## src/rtl/core_pipe_exec_div_seq.sv

```systemverilog
// Sequential RV64M divider (DIV/DIVU/REM/REMU and W forms). It performs a restoring division
// and borrows the execute-stage ALU for one subtract/compare per iteration.
module core_pipe_exec_div_seq #(
   parameter int XLEN = 64
) (
   input  logic            g_clk,
   input  logic            g_reset,
   input  logic            flush,
   input  logic            req_valid,
   output logic            req_ready,
   input  logic [1:0]      req_op,
   input  logic            req_word,
   input  logic [XLEN-1:0] req_rs1,
   input  logic [XLEN-1:0] req_rs2,
   output logic            rsp_valid,
   input  logic            rsp_ready,
   output logic [XLEN-1:0] rsp_result,
   output logic            alu_claim,
   output logic [XLEN-1:0] alu_opr_a,
   output logic [XLEN-1:0] alu_opr_b,
   output logic            alu_op_sub,
   output logic            alu_word,
   input  logic [XLEN-1:0] alu_add_out,
   input  logic            alu_cmp_ltu
);

   localparam int XL = XLEN - 1;
   localparam int CW = $clog2(XLEN) + 1;
   localparam logic [CW-1:0] CNT_LAST_D = CW'(XLEN - 1);
   localparam logic [CW-1:0] CNT_LAST_W = CW'(31);
   localparam logic [1:0] OP_DIV = 2'd0;
   localparam logic [1:0] OP_REM = 2'd2;

   typedef enum logic [1:0] {S_IDLE, S_ITER, S_FIX, S_DONE} state_t;

   function automatic logic [XLEN-1:0] sext_w(input logic [XLEN-1:0] v);
      return {{(XLEN-32){v[31]}}, v[31:0]};
   endfunction

   state_t            r_state;
   state_t            w_next;
   logic [XLEN-1:0]   r_q;
   logic [XLEN-1:0]   r_rem;
   logic [XLEN-1:0]   r_d;
   logic [CW-1:0]     r_cnt;
   logic [1:0]        r_op;
   logic              r_word;
   logic              r_neg_q;
   logic              r_neg_r;
   logic [XLEN-1:0]   r_rsp_result;

   // Operand decode for the request being offered
   logic              w_signed;
   logic [XLEN-1:0]   w_a_ext;
   logic [XLEN-1:0]   w_b_ext;
   logic              w_sa;
   logic              w_sb;
   logic [XLEN-1:0]   w_mag_a;
   logic [XLEN-1:0]   w_mag_b;
   logic [XLEN-1:0]   w_min;
   logic              w_div_zero;
   logic              w_ovf;
   logic              w_special;
   logic [XLEN-1:0]   w_spec_sel;
   logic [XLEN-1:0]   w_special_result;
   logic              w_accept;

   assign w_signed   = ~req_op[0];
   assign w_a_ext    = req_word ? (w_signed ? sext_w(req_rs1) : {{(XLEN-32){1'b0}}, req_rs1[31:0]}) : req_rs1;
   assign w_b_ext    = req_word ? (w_signed ? sext_w(req_rs2) : {{(XLEN-32){1'b0}}, req_rs2[31:0]}) : req_rs2;
   assign w_sa       = w_signed & w_a_ext[XL];
   assign w_sb       = w_signed & w_b_ext[XL];
   assign w_mag_a    = w_sa ? -w_a_ext : w_a_ext;
   assign w_mag_b    = w_sb ? -w_b_ext : w_b_ext;
   assign w_min      = req_word ? {{(XLEN-31){1'b1}}, 31'b0} : {1'b1, {XL{1'b0}}};
   assign w_div_zero = (w_b_ext == '0);
   assign w_ovf      = w_signed && (w_a_ext == w_min) && (&w_b_ext);
   assign w_special  = w_div_zero | w_ovf;
   // Div-by-zero: q = all ones, r = dividend. Overflow: q = dividend, r = 0.
   assign w_spec_sel = req_op[1] ? (w_div_zero ? w_a_ext : '0) : (w_div_zero ? '1 : w_a_ext);
   assign w_special_result = req_word ? sext_w(w_spec_sel) : w_spec_sel;
   assign w_accept   = req_valid & (r_state == S_IDLE) & ~flush;

   // One restoring step: shift in the next dividend bit and subtract when it fits
   logic [XLEN:0]     w_shifted;
   logic              w_take;
   logic              w_last;

   assign w_shifted = {r_rem, r_q[XL]};
   assign w_take    = w_shifted[XLEN] | ~alu_cmp_ltu;
   assign w_last    = (r_cnt == (r_word ? CNT_LAST_W : CNT_LAST_D));

   logic [XLEN-1:0]   w_q_fix;
   logic [XLEN-1:0]   w_r_fix;
   logic [XLEN-1:0]   w_fix_sel;
   logic [XLEN-1:0]   w_fix_result;

   assign w_q_fix      = (r_neg_q && r_op == OP_DIV) ? -r_q : r_q;
   assign w_r_fix      = (r_neg_r && r_op == OP_REM) ? -r_rem : r_rem;
   assign w_fix_sel    = r_op[1] ? w_r_fix : w_q_fix;
   assign w_fix_result = r_word ? sext_w(w_fix_sel) : w_fix_sel;

   // NOTE: sequential state uses non-blocking assignments so every register samples pre-edge values.
   always_ff @(posedge g_clk) begin
      if (g_reset) r_state <= S_IDLE;
      else         r_state <= w_next;
   end

   // NOTE: every signal assigned in always_comb gets a default first, so no latch is inferred.
   always_comb begin
      w_next = r_state;
      if (flush) begin
         w_next = S_IDLE;
      end else begin
         case (r_state)
            S_IDLE: if (req_valid) w_next = w_special ? S_DONE : S_ITER;
            S_ITER: if (w_last)    w_next = S_FIX;
            S_FIX:                 w_next = S_DONE;
            S_DONE: if (rsp_ready) w_next = S_IDLE;
            default:               w_next = S_IDLE;
         endcase
      end
   end

   always_comb begin
      req_ready  = (r_state == S_IDLE);
      rsp_valid  = (r_state == S_DONE);
      rsp_result = r_rsp_result;
      alu_claim  = 1'b0;
      alu_opr_a  = '0;
      alu_opr_b  = '0;
      alu_op_sub = 1'b0;
      alu_word   = 1'b0;
      if (r_state == S_ITER) begin
         alu_claim  = 1'b1;
         alu_opr_a  = w_shifted[XL:0];
         alu_opr_b  = r_d;
         alu_op_sub = 1'b1;
      end
   end

   always_ff @(posedge g_clk) begin
      if (g_reset) begin
         r_q          <= '0;
         r_rem        <= '0;
         r_d          <= '0;
         r_cnt        <= '0;
         r_op         <= '0;
         r_word       <= 1'b0;
         r_neg_q      <= 1'b0;
         r_neg_r      <= 1'b0;
         r_rsp_result <= '0;
      end else if (w_accept) begin
         r_q     <= req_word ? {w_mag_a[31:0], {(XLEN-32){1'b0}}} : w_mag_a;
         r_rem   <= '0;
         r_d     <= w_mag_b;
         r_cnt   <= '0;
         r_op    <= req_op;
         r_word  <= req_word;
         r_neg_q <= w_sa ^ w_sb;
         r_neg_r <= w_sa;
         if (w_special) r_rsp_result <= w_special_result;
      end else if (r_state == S_ITER) begin
         r_rem <= w_take ? alu_add_out : w_shifted[XL:0];
         r_q   <= {r_q[XL-1:0], w_take};
         r_cnt <= r_cnt + 1'b1;
      end else if (r_state == S_FIX) begin
         r_rsp_result <= w_fix_result;
      end
   end

endmodule

```

## config.mk

```make
export PLATFORM = sky130hd
export DESIGN_NAME = core_pipe_exec_div_seq
export DESIGN_NICKNAME = d
export VERILOG_FILES = /design/src/rtl/core_pipe_exec_div_seq.sv
export SDC_FILE = /design/constraint.sdc
export NUM_CORES = 1
export LEC_CHECK = 0
export BUFFER_PORTS_ARGS = -buffer_cell sky130_fd_sc_hd__buf_4
export CAP_MARGIN = 10
export CELL_PAD_IN_SITES_DETAIL_PLACEMENT = 1
export CELL_PAD_IN_SITES_GLOBAL_PLACEMENT = 2
export CORE_MARGIN = 1
export CORE_UTILIZATION = 34
export DETAILED_ROUTE_END_ITERATION = 10
export GPL_TIMING_DRIVEN = 0
export HOLD_SLACK_MARGIN = 0.1
export PLACE_DENSITY_LB_ADDON = 0.1
export SLEW_MARGIN = 25
export SYNTH_ARGS = -nofsm -noshare
export SYNTH_HDL_FRONTEND = slang
export SYNTH_SLANG_ARGS = --single-unit
```

## constraint.sdc

```tcl
create_clock -name g_clk -period 6.2 [get_ports g_clk]
set_clock_uncertainty 0.05 [all_clocks]
set_input_delay 1.55 -clock g_clk [delete_from_list [all_inputs] [get_ports g_clk]]
set_output_delay 1.55 -clock g_clk [all_outputs]
set_load 0.05 [all_outputs]
```

==> impl_metrics.env <==
export IMPL_drc=46
export IMPL_ys_async_sr_fraction_pct=0
export IMPL_cellPowerDensity_nw_per_um2=234
export IMPL_die_w_um=247
export IMPL_die_y_um=247
export IMPL_synth_top_area_share_pct=26.5
export IMPL_swShare_pct=38.3
export IMPL_drive_above_1_share_pct=15.1
export IMPL_report_final_slew_viol_count=0
export IMPL_worst_slew_pin_transition_ns=1.18
export IMPL_finalCriticalPeriod_ns=6.11
export IMPL_syn_inst=2801
export IMPL_fmax_mhz=164
export IMPL_synth_common_cells="nor2_1, dfxtp_1, a21oi_1"
export IMPL_start_kind="flop"
export IMPL_pre_cts_ws_ns=0.127
export IMPL_drv_cap=0
export IMPL_seqPwrFrac_pct=33.0
export IMPL_hp_class="flop to flop"
export IMPL_wire_per_inst_um=28.3
export IMPL_gr_usage_all_layers_pct=36.5
export IMPL_status="finished with violations"
export IMPL_synth_cell_types=73
export IMPL_clkLatencyLatePin_ns=0.58
export IMPL_cts_root_buffer="clkbuf_16"
export IMPL_path_class="flop to output pin"
export IMPL_vdd_ir_drop_worst_v=0.000175
export IMPL_boundaryPins=398
export IMPL_fp_coreArea_sq_um=59100
export IMPL_yosysMostFrequentCell="nor2_1"
export IMPL_critical_path_arrival_ns=4.51
export IMPL_portBuffers=389
export IMPL_tns_ns=0
export IMPL_finalPower_mw=5.98
export IMPL_synth_area_sq_um=20400
export IMPL_yosysWarnings=0
export IMPL_yosysTopAreaCell="dfxtp_1"
export IMPL_p_leak_nw=9.65
export IMPL_pwr_share_clk_pct=36.6
export IMPL_violations="DRC"
export IMPL_synth_xor_area_share_pct=9.78
export IMPL_cts_htree_levels=2
export IMPL_antenna_found_initial=5
export IMPL_start_util_pct=34.5
export IMPL_drt_initial_drc_count=1534
export IMPL_fin_nets=3441
export IMPL_grt_pass1_vias=24700
export IMPL_cts_sinks=270
export IMPL_syn_area_per_cell_sq_um=7.29
export IMPL_ys_ff_latch=270
export IMPL_setup_slack_ns=0.0928
export IMPL_first_pass_iters=8
export IMPL_wl_mm=114
export IMPL_syn_nets=3012
export IMPL_crit_fanout=10
export IMPL_postCtsHoldBufs=0
export IMPL_ctsResizeCount=0
export IMPL_cts_clk_slew_worst_paths_ns=0.06
export IMPL_yosysSeqAreaShare_pct=26.5
export IMPL_die_area_sq_um=61000
export IMPL_num_antenna_cells=0
export IMPL_rsz0062_at_grt="no"
export IMPL_synth_top_family_by_area="compound AO/OA/AOI/OAI gates"
export IMPL_synth_compound_gate_area_share_pct=24.7
export IMPL_finalHoldViolCount=0
export IMPL_avgViaCountPerCell=5.97
export IMPL_synth_adder_area_share_pct=2.97
export IMPL_max_slew_margin_rel_pct=20.7
export IMPL_muxShareOfSynthArea_pct=6.29
export IMPL_synth_edf_count=0
export IMPL_grt_pass1_wl_mm=164
export IMPL_cts_tree="yes"
export IMPL_ys_flop_type="dfxtp_1"
export IMPL_rows=89
export IMPL_p_comb_share_pct=30.5
export IMPL_postCtsSetupBuffers=0
export IMPL_worst_setup_path_end_kind="output pin"
export IMPL_vias=24100
export IMPL_finalSetupViolations=0
export IMPL_power_switching_mw=2.29
export IMPL_p_int_mw=3.69
export IMPL_synthSimpleGateAreaFrac_pct=23.9
export IMPL_globalplace_congestion=0.983
export IMPL_clock_path_buffers=3
export IMPL_numCtsBuffers=36
export IMPL_grt_max_degree=13
export IMPL_crit_required_ns=4.60
export IMPL_postRouteAntennaNets=0
export IMPL_hpwlAfterDp_mm=92.1
export IMPL_overflow=0
export IMPL_ys_top_cells_by_area="dfxtp_1, xnor2_1, mux2i_1, nor2_1, a21oi_1"
export IMPL_area_growth_pct=25.2
export IMPL_finalCritPeriodShare_pct=98.5
cells by family (layout without fill, tap and decap cells):
kind of cell             count (synthesis)  count (layout)
AND/OR/NAND/NOR                        999             999
XOR/XNOR                               228             228
multiplexers                           128             128
other                                    1               1
AO/OA/AOI/OAI                          808             808
adder cells (fa/ha/maj)                 58              58
buffers and inverters                  309             763
flip-flops                             270             270
worst max-delay path: stages, from the launching register on:
cell and delay, ns:
dfxtp_1 0.34, inv_1 0.10, ha_1 0.27, clkbuf_1 0.69, clkbuf_1 0.65, clkbuf_2 0.60, clkbuf_1 0.75, and2_1 0.29
buf_4 0.22
per-stage QoR:
step / utilization, % / hold WS (ns) / instances / cell area [sq um]
5_1_grt: 43.2 / 0.420 / 4028 / 25600
2_1_floorplan: - / 0.367 / 2801 / 20400
4_1_cts: 43.2 / 0.403 / 4027 / 25500
3_3_place_gp: 41.1 / 0.380 / 3963 / 24300
6_report: 43.2 / 0.396 / 4028 / 25600
3_5_place_dp: 41.2 / 0.390 / 3964 / 24300
flip-flops by register name, summed over array words and instances, names as in the netlist:
register and cells:
r_d 64, r_neg_q 1, r_rem 64, r_cnt 7
r_state 2, r_word 1, r_q 64, r_neg_r 1
rsp_result 64, r_op 2
per-layer routing:
metal / GRT usage (%) / up-vias / wire length [um]
li1: - / 11000 / -
met1: 42.1 / 11800 / 44700
met2: 62.1 / 969 / 54100
met3: 7.52 / 316 / 7940
met4: 21.7 / 10 / 7170
met5: 0 / - / 70
final timing paths:
path | startpoint | cells past startpoint | slack, ns | to
max | r_state[1]$_SDFFE_PP0P_ | 8 | 0.09 | alu_opr_b[61]
min | r_d[14]$_SDFFE_PP0P_ | 2 | 0.40 | r_d[14]$_SDFFE_PP0P_
max reg2reg | r_q[8]$_SDFFE_PP0P_ | 10 | 1.72 | rsp_result[32]$_SDFFE_PP0P_
min reg2reg | r_d[14]$_SDFFE_PP0P_ | 2 | 0.40 | r_d[14]$_SDFFE_PP0P_
layout by cell type, fill, tap and decap left out, drive strengths merged, types with 62 or more instances in the layout:
cell type,count
nor2,305
xnor2,167
a21oi,227
dfxtp,270
mux2i,125
o21ai,211
buf,415
a211oi,95
nor4,62
and2,138
nor3,103
clkbuf,276
nand2,206
power groups by stage:
stage               Sequential [mW]  Combinational, mW  Clock, mW
finish                         1.97               1.82       2.18
global route                   1.98               1.92       2.28
CTS                            1.96               1.78       2.21
detailed placement             2.00               1.78          0
global placement               1.99               1.75          0
floorplan                      2.04              0.963          0
cell type report:
cell class / count / area (sq um)
inverter: 62 / 233
fill: 7439 / 33600
clock buffer: 53 / 1110
clock inverter: 10 / 95.1
buffer: 247 / 951
sequential: 270 / 5410
tap: 773 / 967
timing repair buffer: 391 / 2940
multi-input combinational: 2222 / 13900
No activity file was read; power rests on OpenSTA's default activity.
